[config.mk]
export PLATFORM = sky130hd
export DESIGN_NAME = mux_n_pipe_stage
export DESIGN_NICKNAME = d
export VERILOG_FILES = /design/src/rtl/datapath_pkg.sv /design/src/rtl/mux_n_comb.sv /design/src/rtl/mux_n_pipe_stage.sv
export SDC_FILE = /design/constraint.sdc
export NUM_CORES = 1
export LEC_CHECK = 0
export CAP_MARGIN = 20
export CORE_ASPECT_RATIO = 1.1
export CORE_MARGIN = 2
export CORE_UTILIZATION = 40
export DETAILED_ROUTE_END_ITERATION = 10
export PLACE_DENSITY = 0.85
export SYNTH_ARGS = -nofsm -noshare
export SYNTH_HDL_FRONTEND = slang
export SYNTH_HIERARCHICAL = 1
export SYNTH_SLANG_ARGS = --single-unit
[constraint.sdc]
create_clock -name clk -period 1.2 [get_ports clk]
set_input_delay 0.24 -clock clk [delete_from_list [all_inputs] [get_ports clk]]
set_output_delay 0.24 -clock clk [all_outputs]
set_load 0.02 [all_outputs]
[src/rtl/datapath_pkg.sv]
// Shared datapath definitions: word width, named mux select encodings and the
// occupancy states used by registered pipeline stages.
package datapath_pkg;

  localparam int unsigned WORD_W = 32;

  // PC-source select encodings.
  localparam logic [1:0] SEL_PC4 = 2'd0;
  localparam logic [1:0] SEL_BR  = 2'd1;
  localparam logic [1:0] SEL_JMP = 2'd2;

  // Operand forwarding select encodings.
  localparam logic [1:0] SEL_FWD_RF  = 2'd0;
  localparam logic [1:0] SEL_FWD_EX  = 2'd1;
  localparam logic [1:0] SEL_FWD_MEM = 2'd2;

  // Number of beats held by a stage with a main register and one skid register.
  typedef enum logic [1:0] {
    StEmpty,
    StFull1,
    StFull2
  } occ_e;

  // True when a binary select addresses an existing input.
  function automatic logic sel_in_range(input int unsigned sel, input int unsigned num_in);
    return sel < num_in;
  endfunction

endpackage

[src/rtl/mux_n_comb.sv]
// Combinational N:1 word mux. An out-of-range select yields an all-zero word
// and raises err_o.
module mux_n_comb
  import datapath_pkg::*;
#(
  parameter int unsigned WIDTH  = WORD_W,
  parameter int unsigned NUM_IN = 3,
  parameter int unsigned SEL_W  = $clog2(NUM_IN)
) (
  input  logic [NUM_IN*WIDTH-1:0] data_i,
  input  logic [SEL_W-1:0]        sel_i,
  output logic [WIDTH-1:0]        word_o,
  output logic                    err_o
);

  // Pick the addressed word; nothing matches when sel_i is out of range.
  always_comb begin
    word_o = '0;
    err_o  = !sel_in_range(32'(sel_i), NUM_IN);
    for (int unsigned k = 0; k < NUM_IN; k++) begin
      if (sel_i == SEL_W'(k)) begin
        word_o = data_i[k*WIDTH +: WIDTH];
      end
    end
  end

endmodule

[src/rtl/mux_n_pipe_stage.sv]
// N:1 mux followed by a registered valid/ready output stage with a one-entry
// skid register. in_ready depends only on registered occupancy, so there is no
// combinational path from out_ready or any input to any output.
module mux_n_pipe_stage
  import datapath_pkg::*;
#(
  parameter int unsigned     WIDTH     = WORD_W,
  parameter int unsigned     NUM_IN    = 3,
  parameter logic [WIDTH-1:0] RESET_VAL = '0,
  localparam int unsigned    SEL_W     = $clog2(NUM_IN)
) (
  input  logic                    clk,
  input  logic                    rst,
  input  logic [NUM_IN*WIDTH-1:0] in_data,
  input  logic [SEL_W-1:0]        sel,
  input  logic                    in_valid,
  output logic                    in_ready,
  input  logic                    flush,
  output logic [WIDTH-1:0]        out_data,
  output logic                    out_err,
  output logic                    out_valid,
  input  logic                    out_ready
);

  occ_e             state_q, state_d;
  logic [WIDTH-1:0] main_data_q, main_data_d;
  logic             main_err_q, main_err_d;
  logic [WIDTH-1:0] skid_data_q, skid_data_d;
  logic             skid_err_q, skid_err_d;

  logic [WIDTH-1:0] mux_word;
  logic             mux_err;
  logic             acc_beat;
  logic             rel_beat;

  mux_n_comb #(
    .WIDTH  (WIDTH),
    .NUM_IN (NUM_IN),
    .SEL_W  (SEL_W)
  ) u_mux (
    .data_i (in_data),
    .sel_i  (sel),
    .word_o (mux_word),
    .err_o  (mux_err)
  );

  assign acc_beat = in_valid && in_ready;
  assign rel_beat = out_valid && out_ready;

  // Occupancy state register.
  always_ff @(posedge clk) begin
    if (rst) begin
      state_q <= StEmpty;
    end else begin
      state_q <= state_d;
    end
  end

  // Occupancy next state; flush empties the stage regardless of traffic.
  always_comb begin
    state_d = state_q;
    unique case (state_q)
      StEmpty: if (acc_beat) state_d = StFull1;
      StFull1: begin
        if (acc_beat && !rel_beat) begin
          state_d = StFull2;
        end else if (!acc_beat && rel_beat) begin
          state_d = StEmpty;
        end
      end
      StFull2: if (rel_beat) state_d = StFull1;
      default: state_d = StEmpty;
    endcase
    if (flush) begin
      state_d = StEmpty;
    end
  end

  // Handshake outputs decoded from registered occupancy only.
  always_comb begin
    out_valid = (state_q != StEmpty);
    in_ready  = (state_q != StFull2);
  end

  // Datapath next state: skid refills main on release; otherwise a new beat
  // lands in main when it is free (or freeing) and in skid when it is not.
  always_comb begin
    main_data_d = main_data_q;
    main_err_d  = main_err_q;
    skid_data_d = skid_data_q;
    skid_err_d  = skid_err_q;
    if (flush) begin
      main_data_d = RESET_VAL;
      main_err_d  = 1'b0;
    end else if (state_q == StFull2) begin
      if (rel_beat) begin
        main_data_d = skid_data_q;
        main_err_d  = skid_err_q;
      end
    end else if (acc_beat) begin
      if (state_q == StEmpty || rel_beat) begin
        main_data_d = mux_word;
        main_err_d  = mux_err;
      end else begin
        skid_data_d = mux_word;
        skid_err_d  = mux_err;
      end
    end
  end

  // Main and skid registers.
  always_ff @(posedge clk) begin
    if (rst) begin
      main_data_q <= RESET_VAL;
      main_err_q  <= 1'b0;
      skid_data_q <= '0;
      skid_err_q  <= 1'b0;
    end else begin
      main_data_q <= main_data_d;
      main_err_q  <= main_err_d;
      skid_data_q <= skid_data_d;
      skid_err_q  <= skid_err_d;
    end
  end

  assign out_data = main_data_q;
  assign out_err  = main_err_q;

endmodule

==> impl_metrics.toml <==
[status]
status = "complete, but fails checks"
violations = "setup timing"

[setup_path]
path_buf_inv = 1
arrival_ns = 1.71
cp_top_family = "compound AO/OA/AOI/OAI gates"
critical-path-max-stage-delay_ns = 0.39
r2r_slack_ns = -0.28
crit_start = "state_q[0]$_SDFFE_PP0P_"
r2r-start = "state_q[0]$_SDFFE_PP0P_"
required_ns = 1.43
setup.worst_path.end = "out_data[5]$_SDFFE_PP0P_"
worst-path-stages = 4
r2r-end = "out_data[5]$_SDFFE_PP0P_"
cp-end-kind = "flop"
start_kind = "flop"
reg2reg_depth = 4
cp_slowest_cell = "a211oi_1"
cp_cell_sequence = "nand2b_2, buf_6, mux2i_1, a211oi_1"
path_class = "flop to flop"
path_max_fanout = 20

[synth]
synthCells = 397
synth_top_area_share_pct = 34.8
synth_top_family_by_area = "compound AO/OA/AOI/OAI gates"
ys_ff_latch = 68
ys_seq_area_share_pct = 34.8
synth_nets = 500
synth-simple-area-share_pct = 8.55
syn_area_sq_um = 3910
synth-adder-area-share_pct = 0
yosysUniqueCellTypes = 28
synth-xor-area-share_pct = 0
synth.mux.area_fraction_pct = 17.2
synth.area.top_cells = "dfxtp_1, mux2i_1, o2bb2ai_2"
yosysTopAreaCell = "dfxtp_1"
yosysWarnings = 6
avgSynthCellArea_sq_um = 9.85
synth_compound_area_share_pct = 30.6

[grt]
grt_start_max_net_pins = 36
grt_overflow = 0
grt_pass1_wl_mm = 19.3
grt.total_usage_pct = 22.6
grt_antenna_before_repair = 0
grt_pass1_vias = 3985

[die]
dieArea_sq_um = 10600
coreArea_sq_um = 9440
die_h_um = 108
die_w_um = 98.3
initial_core_util_pct = 41.4
fp-row-count = 37
ios = 138

[place]
portBuffers = 137
dpl-instance-area_sq_um = 5880
gp_congestion = 0.804
hpwl_mm = 8.60
preCtsSetupSlack_ns = -0.379

[sta]
finalSetupViolations = 69
slew_headroom_pct = 63.2
hold_viol = 0
max_freq_mhz = 675
rsz0062_at_grt = "true"
period_share_pct = 123
hold_ws_ns = 0.202
drv_slew = 0
setup_slack_ns = -0.281
finalSetupTns_ns = -7.62
finalCriticalPeriod_ns = 1.48
fin_skew_ns = 0.00892
tightest_slew_ns = 0.552

[layout]
design_area_sq_um = 6360
fin_nets = 666
area_growth_pct = 62.7
most-common-layout-cells = "clkdlybuf4s50_1, mux2i_1, dfxtp_1"
drive_gt1_share_pct = 44.0
layout_commonest_cell = "clkdlybuf4s50_1"
insertedDiodeCount = 0

[cts]
numClockSinks = 68
cts-root-buf = "clkbuf_8"
cts_tree = "done"
path_clk_slew_ns = 0.08
cts.htree.levels = 3
cts_hold_buf = 0
cts_buffers = 9
cts_buffer_depth = 2
clk_latency_ns = 0.35

[power]
power_density_nw_per_um2 = 984
ir_worst_vdd_uv = 558
leakage_uw = 0.00272
power_uw = 6260

[drt]
post-route-drc-count = 0
routedWlPerCell_um = 19.7
ant_nets = 0
dr.pass1.iters = 5
via_count = 3965
drt_iter0_drc = 210
routed_via_density = 5.79
wl_mm = 13.5

[run]
max_cap_viol_count = 0

[min_path]
min_path_type = "input port to flop"
==> logic make-up after synthesis <==
logic type	count (synthesis)
buffers and inverters	50
AND/OR/NAND/NOR	77
multiplexers	67
flip-flops	68
AO/OA/AOI/OAI	135
==> what timing repair did <==
item                                    4_1_cts  5_1_grt
gates resized for setup                     155       79
pin swaps                                     1       31
endpoints found under the setup margin       99       76
hold endpoints to repair                      0        0
cloned                                        1        1
setup buffers                                 3        0
==> power breakdown <==
part	switching, uW	leakage (uW)	internal [uW]
sequential	47.8	0.000554	2320
combinational	767	0.00206	833
clock	913	0.000115	1370
total	1730	0.00272	4530
==> flip-flops by register name, summed over array words and instances, names as in the netlist <==
signal and flops:
skid_data_q 32, out_err 1, out_data 32, state_q 2
skid_err_q 1
==> how the worst min path moves through the flow <==
stage	start	end	slack [ns]	cells past startpoint
floorplan	skid_data_q[0]$_SDFFE_PP0P_	skid_data_q[0]$_SDFFE_PP0P_	0.44	2
global placement	skid_err_q$_SDFFE_PP0P_	skid_err_q$_SDFFE_PP0P_	0.44	2
detailed placement	skid_data_q[9]$_SDFFE_PP0P_	skid_data_q[9]$_SDFFE_PP0P_	0.45	2
CTS	out_ready	state_q[1]$_SDFFE_PP0P_	0.17	2
global route	out_ready	state_q[1]$_SDFFE_PP0P_	0.22	2
finish	out_ready	state_q[1]$_SDFFE_PP0P_	0.20	2
==> worst reg2reg max path, delay by kind of cell (launching register included) <==
kind / cells / cell delay, ns
multiplexers: 1 / 0.18
AND/OR/NAND/NOR: 1 / 0.17
buffers and inverters: 1 / 0.28
AO/OA/AOI/OAI: 1 / 0.39
flip-flops: 1 / 0.35
==> synth_stat cells <==
library cell and n:
o2bb2ai_2 30, o21ai_1 1, inv_1 1, nand4bb_1 1, nor2b_4 1, buf_2 17
nand3b_1 1, mux2i_1 66, dfxtp_1 68, buf_8 3, buf_1 1, nand2b_1 1
mux2_2 1, clkbuf_1 17, buf_4 2, and2_1 1, a211oi_1 34, and4bb_2 1
nand2_1 67, nor2_1 1, o2bb2ai_1 2, a221oi_1 33, or2_2 2, buf_6 6
or3b_2 1, a21oi_1 34, o21ba_2 1, buf_12 3
==> through the flow <==
step                      std cells  utilization, %
after global placement          664            62.3
after global routing            685            67.3
final                           685            67.3
after detailed placement        664            62.3
after CTS                       684            64.6
after floorplan                 397               -
==> layout make-up <==
type                       count  area, sq um
fill                         652         3090
multi-input combinational    279         2690
timing repair buffer         204         1910
sequential                    68         1370
tap                          117          146
clock buffer                   9          124
clock inverter                 7          115
inverter                       1         3.75
==> layer usage <==
layer | wire length [um] | track usage [%] | up-vias
met3 | 784 | 4.48 | 49
li1 | - | - | 1839
met4 | 523 | 9.30 | 0
met5 | 0 | 0 | -
met2 | 7010 | 41.7 | 171
met1 | 5200 | 25.3 | 1906
(Power assumes the default switching activity.)
